**src/rtl/div_unit.sv**
```systemverilog
// div_unit -- multicycle signed divider (MIPS DIV semantics).
// Restoring division on operand magnitudes, one quotient bit per clock,
// then a single sign-fixup cycle.
//
// Ports:
//   Clk     : clock, all state updates on the rising edge
//   Reset   : synchronous active-high reset, abandons any division in flight
//   Start   : request pulse, only honoured while idle
//   A, B    : dividend / divisor (two's complement), sampled on accepted Start
//   Busy    : high while iterating or fixing signs
//   Done    : one-cycle pulse when Hi/Lo are valid or a divide-by-zero is flagged
//   DivZero : one-cycle pulse coincident with Done when B was zero
//   Hi, Lo  : remainder / quotient, held until the next successful completion
module div_unit #(
  parameter int WIDTH = 32
) (
  input  logic             Clk,
  input  logic             Reset,
  input  logic             Start,
  input  logic [WIDTH-1:0] A,
  input  logic [WIDTH-1:0] B,
  output logic             Busy,
  output logic             Done,
  output logic             DivZero,
  output logic [WIDTH-1:0] Hi,
  output logic [WIDTH-1:0] Lo
);

  localparam int CW = $clog2(WIDTH) + 1;

  localparam logic [1:0] IDLE = 2'd0;
  localparam logic [1:0] RUN  = 2'd1;
  localparam logic [1:0] FIX  = 2'd2;

  logic [1:0]       state;
  logic [WIDTH-1:0] remR;     // partial remainder
  logic [WIDTH-1:0] quoQ;     // dividend shifting out, quotient shifting in
  logic [WIDTH-1:0] divD;     // divisor magnitude
  logic [CW-1:0]    count;
  logic             sA;       // remainder takes the dividend's sign
  logic             sQ;       // quotient negative when operand signs differ

  logic [WIDTH-1:0] absA, absB;
  logic [WIDTH:0]   rShift, trial;

  // |-2^(W-1)| wraps to 2^(W-1), which is the correct unsigned magnitude.
  assign absA = A[WIDTH-1] ? -A : A;
  assign absB = B[WIDTH-1] ? -B : B;

  // remR < divD <= 2^(W-1), so the shifted remainder never overflows W+1 bits
  // and trial[WIDTH] is a clean borrow/sign bit.
  assign rShift = {remR, quoQ[WIDTH-1]};
  assign trial  = rShift - {1'b0, divD};

  assign Busy = (state == RUN) || (state == FIX);

  always_ff @(posedge Clk) begin
    if (Reset) begin
      state   <= IDLE;
      remR    <= '0;
      quoQ    <= '0;
      divD    <= '0;
      count   <= '0;
      sA      <= 1'b0;
      sQ      <= 1'b0;
      Done    <= 1'b0;
      DivZero <= 1'b0;
      Hi      <= '0;
      Lo      <= '0;
    end else begin
      Done    <= 1'b0;
      DivZero <= 1'b0;
      case (state)
        IDLE: begin
          if (Start) begin
            if (B == '0) begin
              // Report immediately; Hi/Lo keep the last good result.
              Done    <= 1'b1;
              DivZero <= 1'b1;
            end else begin
              quoQ  <= absA;
              divD  <= absB;
              remR  <= '0;
              sA    <= A[WIDTH-1];
              sQ    <= A[WIDTH-1] ^ B[WIDTH-1];
              count <= CW'(WIDTH);
              state <= RUN;
            end
          end
        end
        RUN: begin
          if (!trial[WIDTH]) begin
            remR <= trial[WIDTH-1:0];
            quoQ <= {quoQ[WIDTH-2:0], 1'b1};
          end else begin
            remR <= rShift[WIDTH-1:0];
            quoQ <= {quoQ[WIDTH-2:0], 1'b0};
          end
          count <= count - CW'(1);
          if (count == CW'(1)) state <= FIX;
        end
        FIX: begin
          Lo    <= sQ ? -quoQ : quoQ;
          Hi    <= sA ? -remR : remR;
          Done  <= 1'b1;
          state <= IDLE;
        end
        default: state <= IDLE;
      endcase
    end
  end

endmodule

```
**config.mk**
```make
export PLATFORM = sky130hd
export DESIGN_NAME = div_unit
export DESIGN_NICKNAME = d
export VERILOG_FILES = /design/src/rtl/div_unit.sv
export SDC_FILE = /design/constraint.sdc
export NUM_CORES = 1
export LEC_CHECK = 0
export BUFFER_PORTS_ARGS = -buffer_cell sky130_fd_sc_hd__buf_2
export CORE_MARGIN = 2
export CORE_UTILIZATION = 59
export DETAILED_ROUTE_END_ITERATION = 7
export GPL_TIMING_DRIVEN = 0
export MAX_ROUTING_LAYER = met4
export PLACE_DENSITY = 0.89
export SLEW_MARGIN = 10
export SYNTH_ARGS = -nofsm -noshare
export SYNTH_HDL_FRONTEND = slang
export SYNTH_SLANG_ARGS = --single-unit
```
**constraint.sdc**
```tcl
create_clock -name Clk -period 3.65 [get_ports Clk]
set_input_delay 0.73 -clock Clk [delete_from_list [all_inputs] [get_ports Clk]]
set_output_delay 0.73 -clock Clk [all_outputs]
set_load 0.01 [all_outputs]
```
==> metrics.cfg, run 1 <==
[power]
vdd_drop_max_v=0.000420
internal-power_w=0.00364
leakagePower_nw=5.06
total_power_w=0.00556
comb_power_share_pct=28.4
power_density_mw_per_mm2=452
switching_share_pct=34.6
p_switching_w=0.00192
p_clk_share_pct=32.7
p_seq_share_pct=39.0

[die]
core_sq_mm=0.0179
rows=49
die_h_um=139
fp.dieArea_sq_mm=0.0193
die_x_um=139
pin_count=134
start_util_pct=59.8

[synthesis]
netlist_instances=1346
avgSynthCellArea_sq_um=7.96
synth_area_sq_mm=0.0107
ys_types=65
synth_edf_count=0
synth_seq_area_share_pct=32.1
synthArstFlopShare_pct=0
ys_ff_latch=172
synth_fp_nets=1456
synth_flop_cell=dfxtp_1
ys.warnings.count=0

[finish]
fill_cells=1418
stdcell_area_sq_mm=0.0123
seq_area_sq_mm=0.00344
multiInputGateArea_sq_mm=0.00675
drive_above_1_share_pct=14.3
area_growth_pct=14.8
antenna_cells=0
nets=1609

[place]
place.port_buffers=132
dp_hpwl_um=22800
place_area_sq_mm=0.0117
gp_congestion=0.936
dpl_worst_slack_ps=-379

[drt]
vias=10700
drt_first_pass_iters=6
totalWireLength_um=30500
drc_errors=0
vias_per_cell=6.13
ant_nets=0
wire_per_inst_um=17.5
drtIter0Drc=984

[global_routing]
grt_max_degree=17
grt-ovfl-total=0
grtUsageTotal_pct=31.6
antenna_found_initial=0
grt_pass1_vias=9834
grt_pass1_wl_um=48400

[sta]
rsz0062_at_grt=no
setup_ws_ps=118
fin_crit_sh_pct=96.8
slew_headroom_pct=38.5
timing.final.hold_violations=0
tns_ps=0
worst_slew_pin_slew_ps=913
slew_violations=0
setup_violations=0
fin_skew_ps=11.5
period_minus_slack_ps=3530
fmax_mhz=283

[worst_setup_path]
critPathMaxFanout=10
path_delay_family=compound AO/OA/AOI/OAI gates
critPathKind=flip-flop to flip-flop
critPathMaxStageDelay_ps=530
required_ps=3960
cp-start-kind=flip-flop
cp.arrival_ps=3840
cpMaxStageDelayCell=a2111oi_2
crit_chain=inv_1, ha_1, fa_1, nand2b_1, a211oi_2, a2111oi_2, o21ai_2, nand4_1, a21oi_1, xnor2_2, buf_6, mux2i_1, o21ai_0
cp-end-kind=flip-flop
worst-path-buf-inv=2

[clocking]
numCtsBuffers=17
cts.clk_slew.worst_paths_ps=60
root_buffer=clkbuf_16
htree_levels=4
cts_tree=built
cts_hold_buf=0
clk_path_buf_depth=2
clk_latency_ps=450
clock-sinks=172

[run_status]
status=completed

[min_path]
hold_class=flip-flop to flip-flop

[job]
cap_violations=0

## path summary, 6_finish.rpt
check | end | from | cells after the start | slack (ps)
hold / removal | divD[31] | divD[31] | 2 | 460
setup reg to reg | remR[18] | quoQ[31] | 13 | 120
hold reg to reg | divD[31] | divD[31] | 2 | 460
setup / recovery | remR[18] | quoQ[31] | 13 | 120
## cell families after synthesis
logic type / Yosys count / share of synthesized area [%]
fa+ha+maj: 43 / 5.09
simple gates: 413 / 17.9
buf+inv: 139 / 5.09
compound gates: 395 / 24.3
flops: 172 / 32.1
xor+xnor: 151 / 12.4
mux: 33 / 3.08
## layout make-up
type / count / share of cell area (%)
Buffer: 83 / 2.84
Clock buffer: 18 / 3.57
Clock inverter: 14 / 1.19
Inverter: 56 / 1.71
Multi-Input combinational cell: 1035 / 54.9
Sequential cell: 172 / 28.0
Tap cell: 229 / 2.33
Timing Repair Buffer: 134 / 5.49
## stage by stage
stage,utilization [%],hold slack [ps],cells
global placement,65.1,442,1707
CTS,68.5,466,1739
detailed placement,65.1,456,1707
floorplan,-,432,1346
finish,68.7,462,1741
global route,68.7,474,1741
## routing by layer
layer  vias up  wire, um  global-route usage, %
met1      4827     12000                   38.2
met2       605     14600                   53.3
met3       115      2790                   4.52
li1       5126         -                      -
met5         -         0                      -
met4         0      1180                   12.8
## cell usage after synthesis, drive strengths merged (2+ instances only)
cell,instances,area [sq um]
nand2b,16,108
or3,20,145
a221o,2,20.0
nor2b,7,43.8
o31ai,34,284
o21bai,4,30.0
o41ai,20,190
a21o,8,60.1
nor4,9,56.3
dfxtp,172,3440
mux2i,33,330
ha,42,526
or4,18,146
a31o,2,17.5
a32oi,12,105
nand3,16,85.1
o21a,3,22.5
clkbuf,64,241
nand2,152,573
a2111oi,3,26.3
a22o,2,17.5
nor2,138,518
o22ai,5,31.3
a21bo,2,20.0
o211ai,9,67.6
nand4,12,75.1
o21ai,109,549
a21oi,76,380
and2,3,18.8
nor3,14,86.3
a31oi,8,50.1
xor2,105,920
a211oi,91,688
nand3b,3,22.5
inv,56,210
xnor2,46,410
buf,19,93.8
## state kept, by name (all words and copies together) (netlist names)
name	cells
count	6
Lo	32
sA	1
sQ	1
state	2
DivZero	1
remR	32
quoQ	32
divD	32
Done	1
Hi	32
## layout by cell type, fill, tap and decap left out, types with 56 or more instances in the layout
cell	Yosys	final
nor2_1	138	137
clkbuf_1	63	62
inv_1	56	56
buf_2	15	145
o21ai_0	99	99
xor2_1	105	105
a21oi_1	76	76
nand2_1	151	151
a211oi_1	90	89
dfxtp_1	172	172
## power by group through the flow
stage	logic [W]	clock network, W	registers [W]
final	0.00158	0.00182	0.00217
after global routing	0.00172	0.00189	0.00219
after CTS	0.00153	0.00181	0.00216
after detailed placement	0.00151	0	0.00220
after global placement	0.00147	0	0.00220
after floorplan	0.00112	0	0.00217
## repair_timing
action / CTS / global route
setup endpoints to repair: 30 / 36
pin swaps: 0 / 1
buffers inserted: 0 / 2
gates resized for setup: 3 / 11
## worst min-delay path: stages (launching register included)
cell and delay (ps):
dfxtp_1 310, nand2_1 50, a21oi_1 50
No activity file was read; power rests on OpenSTA's default activity.
==> run 2: changes to the inputs <==
--- a/config.mk
+++ b/config.mk
@@ -7,11 +7,11 @@
 export LEC_CHECK = 0
 export BUFFER_PORTS_ARGS = -buffer_cell sky130_fd_sc_hd__buf_2
 export CORE_MARGIN = 2
-export CORE_UTILIZATION = 59
+export CORE_UTILIZATION = 53
 export DETAILED_ROUTE_END_ITERATION = 7
 export GPL_TIMING_DRIVEN = 0
 export MAX_ROUTING_LAYER = met4
-export PLACE_DENSITY = 0.89
+export PLACE_DENSITY = 0.85
 export SLEW_MARGIN = 10
 export SYNTH_ARGS = -nofsm -noshare
 export SYNTH_HDL_FRONTEND = slang
==> constraint.sdc (replaced) <==
create_clock -name Clk -period 3.2 [get_ports Clk]
set_input_delay 0.64 -clock Clk [delete_from_list [all_inputs] [get_ports Clk]]
set_output_delay 0.64 -clock Clk [all_outputs]
set_load 0.01 [all_outputs]
==> run 2 against run 1 <==
Effect of this change:
- hold slack improved by 8.1 ps
- worst setup slack lost 85 ps
- total power is 17% higher
- first-iteration DRC count down 19%
- final area is 3.1% higher
- wire length rose by 1.1%
- sequential share of layout area decreased by 0.81 points
- sequential power is 14% higher
- combinational power rose by 16%
- count of clock-buffer cells in the layout shrank 1
==> metrics.cfg, run 2 (synthesis gave the netlist of run 1 again) <==
[run_status]
status=completed

[place]
place.port_buffers=132  ; unchanged
dp.cells=1748  ; +2.4%
gp_congestion=0.915  ; -2.3%
dpl_worst_slack_ps=-658  ; -279 ps
dp_hpwl_um=23400  ; +2.4%
place_area_sq_mm=0.0117  ; +0.48%

[power]
vdd_drop_max_v=0.000339  ; -19%
power_density_mw_per_mm2=511  ; +13%
leakagePower_nw=5.21  ; +2.8%

[die]
core_sq_mm=0.0200  ; +12%
die_h_um=146  ; +5.4%
fp.dieArea_sq_mm=0.0214  ; +11%
start_util_pct=53.5  ; -6.4 points
die_x_um=146  ; +5.4%
rows=52  ; +6.1%
pin_count=134  ; unchanged

[sta]
tns_ps=0  ; unchanged
slew_violations=0  ; unchanged
slew_headroom_pct=43.0  ; +4.5 points
setup_violations=0  ; unchanged
timing.final.hold_violations=0  ; unchanged
fmax_mhz=316
fin_crit_sh_pct=99.0
worst_slew_pin_slew_ps=847  ; -66.4 ps
period_minus_slack_ps=3170
fin_skew_ps=10.2  ; -1.29 ps
setup_ws_ps=33.0  ; -84.8 ps

[worst_setup_path]
critPathKind=input pin to flip-flop
cp-end-kind=flip-flop
critPathMaxFanout=10  ; unchanged
cp-start-kind=input pin
required_ps=3470  ; -490 ps
cp.arrival_ps=3440  ; -400 ps

[drt]
wire_per_inst_um=17.2  ; -1.5%
totalWireLength_um=30800  ; +1.1%
drc_errors=0  ; unchanged
drt_first_pass_iters=5  ; -1
ant_nets=0  ; unchanged
vias_per_cell=5.88  ; -4.1%
drtIter0Drc=801  ; -19%
vias=10500  ; -1.5%

[clocking]
root_buffer=clkbuf_16
clock-sinks=172  ; unchanged
clk_latency_ps=440  ; about the same
cts.clk_slew.worst_paths_ps=70  ; about the same
clk_path_buf_depth=2  ; unchanged
cts_tree=built
cts_hold_buf=0  ; unchanged
htree_levels=4  ; unchanged
numCtsBuffers=17  ; unchanged

[finish]
drive_above_1_share_pct=16.4  ; +2.1 points
nets=1615  ; +0.37%
final_common_cell=dfxtp_1
stdcell_count=1788  ; +2.7%
final_cell_mix=168 x dfxtp_1, 151 x nand2_1, 138 x buf_2, 136 x nor2_1, 104 x xor2_1
stdcell_area_sq_mm=0.0127  ; +3.1%
area_growth_pct=18.4
antenna_cells=0  ; unchanged
fill_cells=1731  ; +22%

[global_routing]
grtUsageTotal_pct=29.0  ; -2.6 points
antenna_found_initial=0  ; unchanged
grt_max_degree=17  ; unchanged
grt-ovfl-total=0  ; unchanged
grt_pass1_vias=9854  ; +0.20%
grt_pass1_wl_um=49300  ; +1.9%

[min_path]
hold_class=flip-flop to flip-flop

[job]
cap_violations=0  ; unchanged

==> run 2: cell count changes in the layout (fill, tap and decap cells not counted), sizes merged <==
cell	before	now
inv	57	61
buf	153	156
clkinv	5	2
clkbuf	82	84
bufinv	2	3
clkinvlp	6	5
==> run 2: final timing paths <==
check,to,slack [ps],start,cells past startpoint
worst max-delay path,divD[0],30,B[1],12
worst min-delay path,divD[24],470,divD[24],2
worst max register to register,remR[15],50,quoQ[31],13
worst min register to register,divD[24],470,divD[24],2
==> run 2: per-layer routing <==
layer	part of all wire, %	vias up	wire length (um)	global-route usage [%]
li1	-	5132	-	-
met3	7.2	82	2210	3.91
met5	0	-	0	-
met4	3.3	0	1030	11.3
met2	48	461	14800	48.5
met1	41	4841	12800	35.8
==> run 2: power by group <==
group	switching, W	total, W	internal (W)
registers	0.000169	0.00248	0.00231
logic	0.00113	0.00184	0.000705
clock network	0.000929	0.00217	0.00124
total	0.00223	0.00648	0.00425
==> run 2: area by class of cell <==
type                    instances  area [sq um]  share of cell area, %
inverters                      56           210                   1.66
multi-input cells            1035          6930                   54.6
plain buffers                  81           378                   2.98
repair buffers                142           771                   6.08
clock inverters                15           185                   1.46
flip-flops and latches        172          3450                   27.2
clock buffers                  17           425                   3.35
well taps                     270           338                   2.66
==> run 2: per-stage QoR <==
stage               utilization (%)  hold WS [ps]  total power, W
floorplan                         -           432         0.00376
global placement               58.5           442         0.00419
detailed placement             58.5           462         0.00423
CTS                            62.2           472         0.00639
global route                   63.3           501         0.00680
finish                         63.3           470         0.00648
==> run 2: worst max-delay path, stage by stage <==
cell and delay (ps):
buf_2 120, inv_1 60, ha_1 150, or3b_4 420
nor3_4 230, nand4_1 190, or4_4 640, nor2b_1 160
clkbuf_1 230, clkbuf_2 290, nand2_1 180, a21oi_1 120
==> run 2: what timing repair did <==
action	4_1_cts	5_1_grt
resized for setup	19	47
setup endpoints to repair	57	75
hold endpoints to repair	0	0
pin swaps	6	10
buffers inserted	7	1
gates cloned	0	2
==> run 3: changes to the inputs <==
--- a/config.mk
+++ b/config.mk
@@ -5,7 +5,7 @@
 export SDC_FILE = /design/constraint.sdc
 export NUM_CORES = 1
 export LEC_CHECK = 0
-export BUFFER_PORTS_ARGS = -buffer_cell sky130_fd_sc_hd__buf_2
+export BUFFER_PORTS_ARGS = -buffer_cell sky130_fd_sc_hd__clkbuf_2
 export CORE_MARGIN = 2
 export CORE_UTILIZATION = 53
 export DETAILED_ROUTE_END_ITERATION = 7
==> run 3 against run 2 <==
Effect of this change:
- non-clock buffer count up 2
- sequential power about the same
- final area down 0.13%
- clock skew about the same
==> metrics.cfg, run 3 (synthesis gave the netlist of run 1 again) <==
[run_status]
status=completed

[global_routing]
grt_max_degree=17  ; unchanged
grt-ovfl-total=0  ; unchanged
grtUsageTotal_pct=28.9  ; -0.16 points
grt_pass1_wl_um=49000  ; -0.74%
grt_pass1_vias=9860  ; +0.061%
antenna_found_initial=0  ; unchanged

[sta]
fin_skew_ps=9.92  ; -0.302 ps
setup_ws_ps=67.5  ; +34.5 ps
setup_violations=0  ; unchanged
slew_headroom_pct=44.4  ; +1.4 points
period_minus_slack_ps=3130  ; -34.5 ps
fin_crit_sh_pct=97.9  ; -1.1 points
timing.final.hold_violations=0  ; unchanged
fmax_mhz=319  ; +1.1%
hold_ws_ps=469  ; -0.739 ps
worst_slew_pin_slew_ps=826  ; -20.5 ps
slew_violations=0  ; unchanged

[clocking]
numCtsBuffers=17  ; unchanged
root_buffer=clkbuf_16
clk_path_buf_depth=2  ; unchanged
cts_hold_buf=0  ; unchanged
clock-sinks=172  ; unchanged
cts.clk_slew.worst_paths_ps=70  ; about the same
cts_tree=built
htree_levels=4  ; unchanged
clk_latency_ps=440  ; about the same

[die]
start_util_pct=53.5  ; unchanged
rows=52  ; unchanged
pin_count=134  ; unchanged
core_sq_mm=0.0200  ; unchanged
fp.dieArea_sq_mm=0.0214  ; unchanged
die_h_um=146  ; unchanged
die_x_um=146  ; unchanged

[worst_setup_path]
cp.arrival_ps=3450  ; about the same
critPathMaxFanout=6  ; -4
critPathKind=flip-flop to flip-flop
required_ps=3510  ; +40 ps
cp-end-kind=flip-flop
cp-start-kind=flip-flop

[power]
total_power_w=0.00657  ; +1.4%
power_density_mw_per_mm2=519  ; +1.5%
leakagePower_nw=5.16  ; -0.90%
vdd_drop_max_v=0.000377  ; +11%

[drt]
drt_first_pass_iters=6  ; +1
drc_errors=0  ; unchanged
wire_per_inst_um=17.2  ; -0.35%
vias=10600  ; +0.40%
vias_per_cell=5.90  ; +0.29%
totalWireLength_um=30800  ; -0.23%
drtIter0Drc=841  ; +5.0%
ant_nets=0  ; unchanged

[place]
dp_hpwl_um=23500  ; +0.38%
dpl_worst_slack_ps=-735  ; -76.8 ps
place_area_sq_mm=0.0117  ; unchanged
place.port_buffers=132  ; unchanged
gp_congestion=0.918  ; +0.43%
dp.cells=1748  ; unchanged

[finish]
area_growth_pct=18.2
final_common_cell=dfxtp_1
stdcell_count=1790  ; +0.11%
final_cell_mix=167 x dfxtp_1, 151 x nand2_1, 136 x nor2_1, 132 x clkbuf_2, 104 x xor2_1
antenna_cells=0  ; unchanged
drive_above_1_share_pct=16.3  ; -0.15 points
nets=1617  ; +0.12%
stdcell_area_sq_mm=0.0127  ; -0.13%

[job]
cap_violations=0  ; unchanged

[min_path]
hold_class=flip-flop to flip-flop

==> run 3: cell types whose count changed in the layout (fill, tap and decap cells not counted), moves of 2 or more <==
cell	before	now
clkbuf_1	59	61
buf_2	138	10
clkbuf_16	19	17
clkinvlp_4	5	2
clkbuf_2	2	132
==> run 3: per-layer routing <==
metal	track usage, %	part of all wire [%]
met5	-	0
met1	35.5	42
met2	48.1	48
met4	12.2	3.5
met3	3.69	6.8
==> run 3: timing repair <==
action	CTS	global route
gates resized for setup	29	25
hold endpoints to repair	0	0
gates cloned	1	0
setup buffers	8	2
pin swaps	8	11
setup endpoints to repair	59	72
==> run 3: critical path: stages (launching register included) <==
cell and delay [ps]:
dfxtp_1 380, or4_4 560, nor3_4 180, nand3_2 130, or3_4 390, or3_4 360
or3_4 370, o31ai_2 240, xor2_1 280, o22ai_1 120
==> run 3: worst paths after layout <==
check,start,to,slack (ps),cells after the start
setup / recovery,quoQ[7],Lo[29],70,9
hold reg to reg,divD[24],divD[24],470,2
setup reg to reg,quoQ[7],Lo[29],70,9
hold / removal,divD[24],divD[24],470,2
==> run 3: cell type report <==
cell class / instances / area, sq um
plain buffers: 82 / 365
clock buffers: 17 / 425
clock inverters: 15 / 210
fillers: 1767 / 7370
inverters: 56 / 210
multi-input cells: 1035 / 6920
flip-flops and latches: 172 / 3450
well taps: 270 / 338
repair buffers: 143 / 747
==> run 3: stage by stage <==
step | setup TNS (ps) | utilization (%)
final | 0 | 63.2
after global routing | -17.6 | 63.2
after CTS | 0 | 62.6
after detailed placement | -51150 | 58.5
after global placement | -42680 | 58.5
after floorplan | 0 | -
==> run 3: power breakdown <==
group          switching [W]  internal (W)
sequential          0.000170       0.00231
clock               0.000939       0.00132
combinational        0.00113      0.000698
